--- config.mk ---
export PLATFORM = sky130hd
export DESIGN_NAME = s2p_align_ctrl
export DESIGN_NICKNAME = d
export VERILOG_FILES = /design/src/rtl/s2p_align_ctrl.sv
export SDC_FILE = /design/constraint.sdc
export NUM_CORES = 1
export LEC_CHECK = 0
export CAP_MARGIN = 30
export CORE_UTILIZATION = 50
export CTS_BUF_LIST = sky130_fd_sc_hd__clkbuf_2 sky130_fd_sc_hd__clkbuf_4 sky130_fd_sc_hd__clkbuf_8
export CTS_CLUSTER_SIZE = 25
export DETAILED_ROUTE_END_ITERATION = 6
export GPL_TIMING_DRIVEN = 0
export PLACE_DENSITY = 0.79
export SYNTH_ARGS = -nofsm -noshare
export SYNTH_HDL_FRONTEND = slang
export SYNTH_SLANG_ARGS = --single-unit
--- constraint.sdc ---
create_clock -name clk -period 6.4 [get_ports clk]
set_clock_uncertainty 0.2 [all_clocks]
set_input_delay 0.64 -clock clk [delete_from_list [all_inputs] [get_ports clk]]
set_output_delay 0.64 -clock clk [all_outputs]
set_load 0.01 [all_outputs]
--- src/rtl/s2p_align_ctrl.sv ---
// s2p_align_ctrl: word-alignment controller for the serial-to-parallel receive path.
// Shifts in an LSB-first serial stream, hunts for SYNC_WORD to fix the word
// boundary, verifies lock over LOCK_CNT aligned syncs, then emits aligned
// parallel words with a one-cycle valid strobe. Falls back to HUNT after
// LOSS_CNT misaligned sync detections in LOCK, or on a realign pulse.
module s2p_align_ctrl #(
  parameter int               WIDTH     = 10,
  parameter logic [WIDTH-1:0] SYNC_WORD = 10'h17C,
  parameter int               LOCK_CNT  = 3,
  parameter int               LOSS_CNT  = 4
) (
  input  logic             clk,
  input  logic             rst,
  input  logic             dext,
  input  logic             bit_en,
  input  logic             realign,
  output logic [WIDTH-1:0] dout,
  output logic             dout_valid,
  output logic             sync_det,
  output logic             locked,
  output logic [1:0]       state
);

  localparam int CW = $clog2(WIDTH);
  localparam int GW = $clog2(LOCK_CNT + 1);
  localparam int MW = $clog2(LOSS_CNT + 1);

  typedef enum logic [1:0] {
    HUNT   = 2'd0,
    VERIFY = 2'd1,
    LOCK   = 2'd2
  } state_t;

  state_t           st_q, st_d;
  logic [WIDTH-1:0] sh, shn;
  logic [CW-1:0]    cnt, cnt_d;
  logic [GW-1:0]    good_cnt, good_d;
  logic [MW-1:0]    miss_cnt, miss_d;
  logic             match, boundary, cap;

  // Next shift-register value: new bit enters at the top, so after WIDTH
  // bits the first serial bit sits at bit 0. All matching looks at this
  // value so detection lands on the edge that shifts in the last bit.
  assign shn      = {dext, sh[WIDTH-1:1]};
  assign match    = (shn == SYNC_WORD);
  assign boundary = bit_en && (cnt == CW'(WIDTH - 1));

  // State register.
  // NOTE: sequential state uses non-blocking assignments so every flop
  // samples pre-edge values; combinational blocks use blocking ones.
  always_ff @(posedge clk or posedge rst) begin
    if (rst) st_q <= HUNT;
    else     st_q <= st_d;
  end

  // Next-state and counter-update decode for HUNT / VERIFY / LOCK.
  always_comb begin
    // NOTE: every output of this block gets a default first, so no path
    // leaves a variable unassigned and no latch is inferred.
    st_d   = st_q;
    cnt_d  = cnt;
    good_d = good_cnt;
    miss_d = miss_cnt;
    cap    = 1'b0;
    if (realign) begin
      st_d   = HUNT;
      cnt_d  = '0;
      good_d = '0;
      miss_d = '0;
    end else if (bit_en) begin
      cnt_d = boundary ? '0 : cnt + CW'(1);
      unique case (st_q)
        HUNT: begin
          if (match) begin
            // New detection fixes the word phase from this edge.
            cnt_d  = '0;
            good_d = GW'(1);
            miss_d = '0;
            st_d   = (LOCK_CNT == 1) ? LOCK : VERIFY;
          end
        end
        VERIFY: begin
          if (boundary) begin
            if (match) begin
              good_d = good_cnt + GW'(1);
              if (good_d == GW'(LOCK_CNT)) begin
                st_d = LOCK;
                cap  = 1'b1;
              end
            end else begin
              st_d   = HUNT;
              good_d = '0;
            end
          end
        end
        LOCK: begin
          if (boundary) begin
            cap = 1'b1;
            if (match) miss_d = '0;
          end else if (match) begin
            // A sync off the word boundary means the phase may have slipped.
            miss_d = miss_cnt + MW'(1);
            if (miss_d == MW'(LOSS_CNT)) begin
              st_d   = HUNT;
              cnt_d  = '0;
              good_d = '0;
              miss_d = '0;
            end
          end
        end
        default: begin
          st_d   = HUNT;
          cnt_d  = '0;
          good_d = '0;
          miss_d = '0;
        end
      endcase
    end
  end

  // Status outputs decoded straight from the state register.
  always_comb begin
    locked = (st_q == LOCK);
    state  = st_q;
  end

  // Datapath: shift register, phase/verify/loss counters, word capture and strobes.
  always_ff @(posedge clk or posedge rst) begin
    if (rst) begin
      sh         <= '0;
      cnt        <= '0;
      good_cnt   <= '0;
      miss_cnt   <= '0;
      dout       <= '0;
      dout_valid <= 1'b0;
      sync_det   <= 1'b0;
    end else begin
      if (bit_en) sh <= shn;
      cnt        <= cnt_d;
      good_cnt   <= good_d;
      miss_cnt   <= miss_d;
      if (cap) dout <= shn;
      dout_valid <= cap;
      sync_det   <= cap && match;
    end
  end

endmodule
# Word-level counts from Yosys, hierarchy flattened
# Cells that the tools add are included.
[op_classes]
eq_ne = 14
reduce_logical = 7
n_mux = 37
add_sub_neg = 3
[ops]
columns = ["cell", "n"]
rows = [
  ["4-bit two-way mux", 7],
  ["2-bit two-way mux", 13],
  ["3-bit two-way mux", 6],
  ["2-bit one-hot mux with 3 select lines", 2],
  ["4-bit one-hot mux with 3 select lines", 1],
  ["10-bit by 9-bit == test with 1-bit output (second input constant)", 1],
  ["3-bit inequality test (second input constant)", 3],
  ["3-bit one-hot mux with 3 select lines", 1],
  ["7-bit AND reduction", 1],
  ["1-bit two-way mux", 6],
  ["3-bit by 2-bit inequality test with 1-bit output (second input constant)", 2],
  ["6-bit AND reduction", 1],
  ["4-bit by 1-bit adder with 4-bit output (second input constant)", 1],
  ["2-bit == test (second input constant)", 2],
  ["4-bit == test (second input constant)", 1],
  ["4-bit by 2-bit inequality test with 1-bit output (second input constant)", 1],
  ["4-bit inequality test (second input constant)", 1],
  ["3-bit by 1-bit adder with 3-bit output (second input constant)", 1],
  ["3-bit == test (second input constant)", 1],
  ["3-bit AND reduction", 1],
  ["2-bit by 1-bit adder with 2-bit output (second input constant)", 1],
  ["2-bit by 1-bit == test with 1-bit output (second input constant)", 1],
  ["1-bit logical AND", 2],
  ["2-bit logical NOT", 1],
  ["3 further kinds", 3],
]
[word_totals]
word_cells = 69
in_bits = 5
regBits = 33
out_inout_bits = 15

# Logic depth before layout (Yosys ltp)
[logic_depth]
ltp_word = 9
mapped_depth = 8
depth_no_buf = 6

# Worst setup path before layout
# Ideal clock, no wire load.
[synth_path]
path_type = "reg2reg"
start = "reg st_q[0] (netlist: state[0])"
end = "reg good_cnt[1]"
required_ns = 6.075
path_stages_with_launch = 8
synth_period_minus_slack_ns = 2.173
path_slack_ns = 4.227
arrival_time_ns = 1.848
setup_ns = 0.125
path_buffers = 1
cell_sequence = "dfrtp_1 inv_1 ha_1 clkbuf_1 o21bai_1 a31oi_1 nor3_1 mux2_2"
[synth_via]
elab_chain_cells = 4
word_cells_on_any_way = 12
cone_classes = "eq/ne (7); mux (3); reduce/logical (2)"
[synth_rtl]
columns = ["element", "line", "rtl"]
rows = [
  ["from (decl)", "34", "state_t st_q, st_d;"],
  ["from (signal assigned)", "53", "else st_q <= st_d;"],
  ["2-bit == test *", "n/a", ""],
  ["named net locked", "20", "output logic locked,"],
  ["2-bit one-hot mux with 3 select lines", "72", "unique case (st_q)"],
  ["2-bit two-way mux", "70", "end else if (bit_en) begin"],
  ["2-bit two-way mux", "65", "if (realign) begin"],
  ["to (signal assigned)", "140", "good_cnt <= good_d;"],
  ["to (decl)", "37", "logic [GW-1:0] good_cnt, good_d;"],
]
# The timed path passes the listed nets; every way through them passes the cells marked *. The select of a mux whose other input is x is not followed.
# A chain may end at the register's enable or synchronous reset.

# Worst setup path in the final report
[layout_path]
start = "in realign"
end = "reg good_cnt[1]"
[layout_via]
elab_chain_cells = 2
word_cells_on_any_way = 8
cone_classes = "eq/ne (5); mux (1); reduce/logical (2)"
[layout_rtl]
columns = ["element", "line", "rtl"]
rows = [
  ["from (decl)", "16", "input logic realign,"],
  ["3-bit inequality test (no line), or another cell as far along", "n/a", ""],
  ["6-bit AND reduction (no line)", "n/a", ""],
]
# Parallel ways exist; a longest one is shown, timed or not.

==> impl_metrics.csv <==
group,metric,value,unit
worst_setup_path,worst-path-max-fanout,10,
place,place_congestion,0.8357,
final_layout,final_common_cell,"dfrtp_1",
clock_network,cts_num_sinks,32,
final_layout,layout.nets,230,
sta,relSlewSlack,64.83,%
sta,fmax,391.3,MHz
global_routing,grt_use_total,22.16,%
place,dp_hpwl,2892,um
clock_network,cts_buffers,5,
worst_setup_path,crit_type,"in -> reg",
sta,rsz0062_at_grt,"no",
floorplan,core,3661,um^2
worst_setup_path,crit_family,"buffers and inverters",
floorplan,rows,22,
sta,finalSetupViolCount,0,
clock_network,clockBufferDepth,2,
global_routing,grt_max_degree,24,
floorplan,fp.dieArea,4072,um^2
synthesis,postSynthAreaPerCell,10.16,um^2
floorplan,die_y,63.82,um
worst_setup_path,critPathLaunchType,"input port",
worst_setup_path,critical_path.max_stage_delay,0.47,ns
synthesis,ys.flop_type,"dfrtp_1",
routing,drtIter0Drc,142,
global_routing,grt_pass1_wl,6893,um
synthesis,async_flop_share,100.0,%
global_routing,overflow,0,
synthesis,synthAdderAreaFrac,6.549,%
routing,num_vias,1520,
worst_setup_path,endpoint_kind,"flip-flop",
min_path,hold_path.class,"reg -> reg",
clock_network,cts_setup_buffers,0,
final_layout,ff_latch_area,800.8,um^2
power,ir_worst_vdd,0.1103,mV
clock_network,root_buffer,"clkbuf_8",
clock_network,clk_pin_slew_worst_paths,0.06,ns
routing,routed_wl,3969,um
clock_network,clk_latency,0.29,ns
synthesis,synth_cells,188,
sta,tns,0,ns
final_layout,layout_common_cells,"dfrtp_1 (32), clkdlybuf4s50_1 (19), inv_1 (18)",
final_layout,fin_area,2281,um^2
routing,routedWlPerCell,15.03,um
worst_setup_path,cp.arrival,2.53,ns
synthesis,synth_area,1911,um^2
synthesis,synthDistinctLibCells,44,
sta,hold_viol_final,0,
power,p_leak,1.061,nW
worst_setup_path,cp.required,6.37,ns
sta,maxSlewViolCount,0,
synthesis,yosys.area_share.simple,19.25,%
worst_setup_path,path_buf_inv,3,
sta,worst_pin_slew,0.5276,ns
synthesis,synth.ff_latch_count,32,
synthesis,synth_top_family_by_area,"simple AND/OR/NAND/NOR gates",
run_status,outcome,"complete, no violations",
routing,via_per_inst,5.758,
synthesis,synth_mux_area_share,9.430,%
worst_setup_path,crit_slowest_cell,"clkdlybuf4s50_1",
floorplan,start_util,52.19,%
clock_network,hold_buffers,0,
job,drv_cap,0,
synthesis,synthesis.nets,203,
routing,firstDrtPassIters,4,
floorplan,ios,20,
place,port_buffers,19,
routing,drc,0,
power,powerDensity,236.4,nW/um^2
floorplan,die_x,63.82,um
global_routing,antenna_found_initial,0,
routing,ant_nets,0,
synthesis,yosys.area_share.xor_xnor,0,%
sta,finalCriticalPeriod,2.556,ns
final_layout,drive_gt1_share,17.13,%
clock_network,cts_tree,"done",
final_layout,multi_input_area,991.0,um^2
synthesis,ys_seq_area_share,41.91,%
sta,final.period_utilization,39.93,%
clock_network,ctsResizeCount,0,
final_layout,areaGrowthSynthToFinish,19.38,%
synthesis,yosysWarnings,0,
place,postPlaceCellArea,2188,um^2
worst_setup_path,cp_cell_sequence,"clkdlybuf4s50_1 -> clkbuf_1 -> inv_1 -> o211a_1 -> nor3_1 -> mux2_2",
clock_network,ctsHtreeMaxLevel,2,
final_layout,diodes,0,
final_layout,fill_cells,309,
synthesis,synth_compound_gate_area_share,16.63,%
global_routing,grt_pass1_vias,1502,
synthesis,synth-edff-count,0,
==> per-layer routing <==
| metal | GRT usage (%) | vias to the layer above | wire (um) |
|---|---|---|---|
| met5 | 0 | - | 0 |
| met4 | 8.807 | 0 | 66 |
| met3 | 6.071 | 7 | 168 |
| met2 | 35.11 | 36 | 1867 |
| met1 | 28.56 | 730 | 1867 |
| li1 | - | 747 | - |
==> cell families (layout without fill, tap and decap cells) <==
family | after synthesis | in the layout
DFF | 32 | 32
muxes | 16 | 16
adders and majority gates | 10 | 10
and+or+nand+nor | 59 | 59
buffers and inverters | 29 | 57
AOI/OAI and AO/OA | 42 | 42
==> final timing paths <==
kind	start	endpoint	slack, ns	depth (start not counted)
max in group asynchronous	rst	good_cnt[0]	5.07	3
max reg2reg	state[0]	good_cnt[1]	3.97	7
min in group asynchronous	rst	miss_cnt[2]	0.46	2
min	good_cnt[1]	good_cnt[1]	0.32	1
max	realign	good_cnt[1]	3.84	6
min reg2reg	good_cnt[1]	good_cnt[1]	0.32	1
==> power breakdown <==
| part | total, mW | internal (mW) | switching, mW | leakage (nW) |
|---|---|---|---|---|
| sequential | 0.261 | 0.227 | 0.0341 | 0.372 |
| clock | 0.160 | 0.0856 | 0.0745 | 0.0510 |
| combinational | 0.118 | 0.0561 | 0.0615 | 0.638 |
==> synthesized netlist by cell type (all sizes together), types with 3 or more instances <==
cell type / count / area [um^2]
dfrtp: 32 / 800.8
inv: 18 / 67.56
mux2: 16 / 180.2
nand3: 12 / 60.06
a211o: 10 / 87.58
ha: 10 / 125.1
nand2: 10 / 37.54
nand4: 7 / 43.79
a21oi: 6 / 30.03
buf: 6 / 32.53
clkbuf: 5 / 18.77
nor3: 5 / 25.02
o211ai: 5 / 42.54
o21ai: 5 / 25.02
nor2: 4 / 15.01
a21o: 3 / 22.52
a22o: 3 / 26.28
and4: 3 / 28.78
nand2b: 3 / 18.77
nor2b: 3 / 18.77
==> area by class of cell <==
type | instances | area share (%)
Sequential cell | 32 | 35.11
Inverter | 18 | 2.962
Multi-Input combinational cell | 127 | 43.44
Clock buffer | 6 | 3.620
Tap cell | 48 | 2.633
Timing Repair Buffer | 20 | 9.545
Buffer | 11 | 2.249
Clock inverter | 2 | 0.4388
==> flip-flops by register name, summed over array words and instances (netlist names) <==
register,cells
sh,9
sync_det,1
cnt,4
dout_valid,1
miss_cnt,3
good_cnt,2
dout,10
state,2
==> per-stage QoR <==
| step | utilization (%) | setup WS (ns) | hold slack, ns | cells | power (mW) |
|---|---|---|---|---|---|
| after detailed placement | 59.77 | 3.586 | 0.3116 | 256 | 0.3821 |
| after CTS | 62.30 | 3.862 | 0.3253 | 264 | 0.5418 |
| final | 62.30 | 3.844 | 0.3198 | 264 | 0.5392 |
| after global placement | 59.02 | 3.576 | 0.2959 | 255 | 0.3745 |
| after floorplan | - | 4.227 | 0.2773 | 188 | 0.3410 |
| after global routing | 62.30 | 3.703 | 0.3409 | 264 | 0.5701 |
Note: power is estimated with default switching activity, not from simulation.
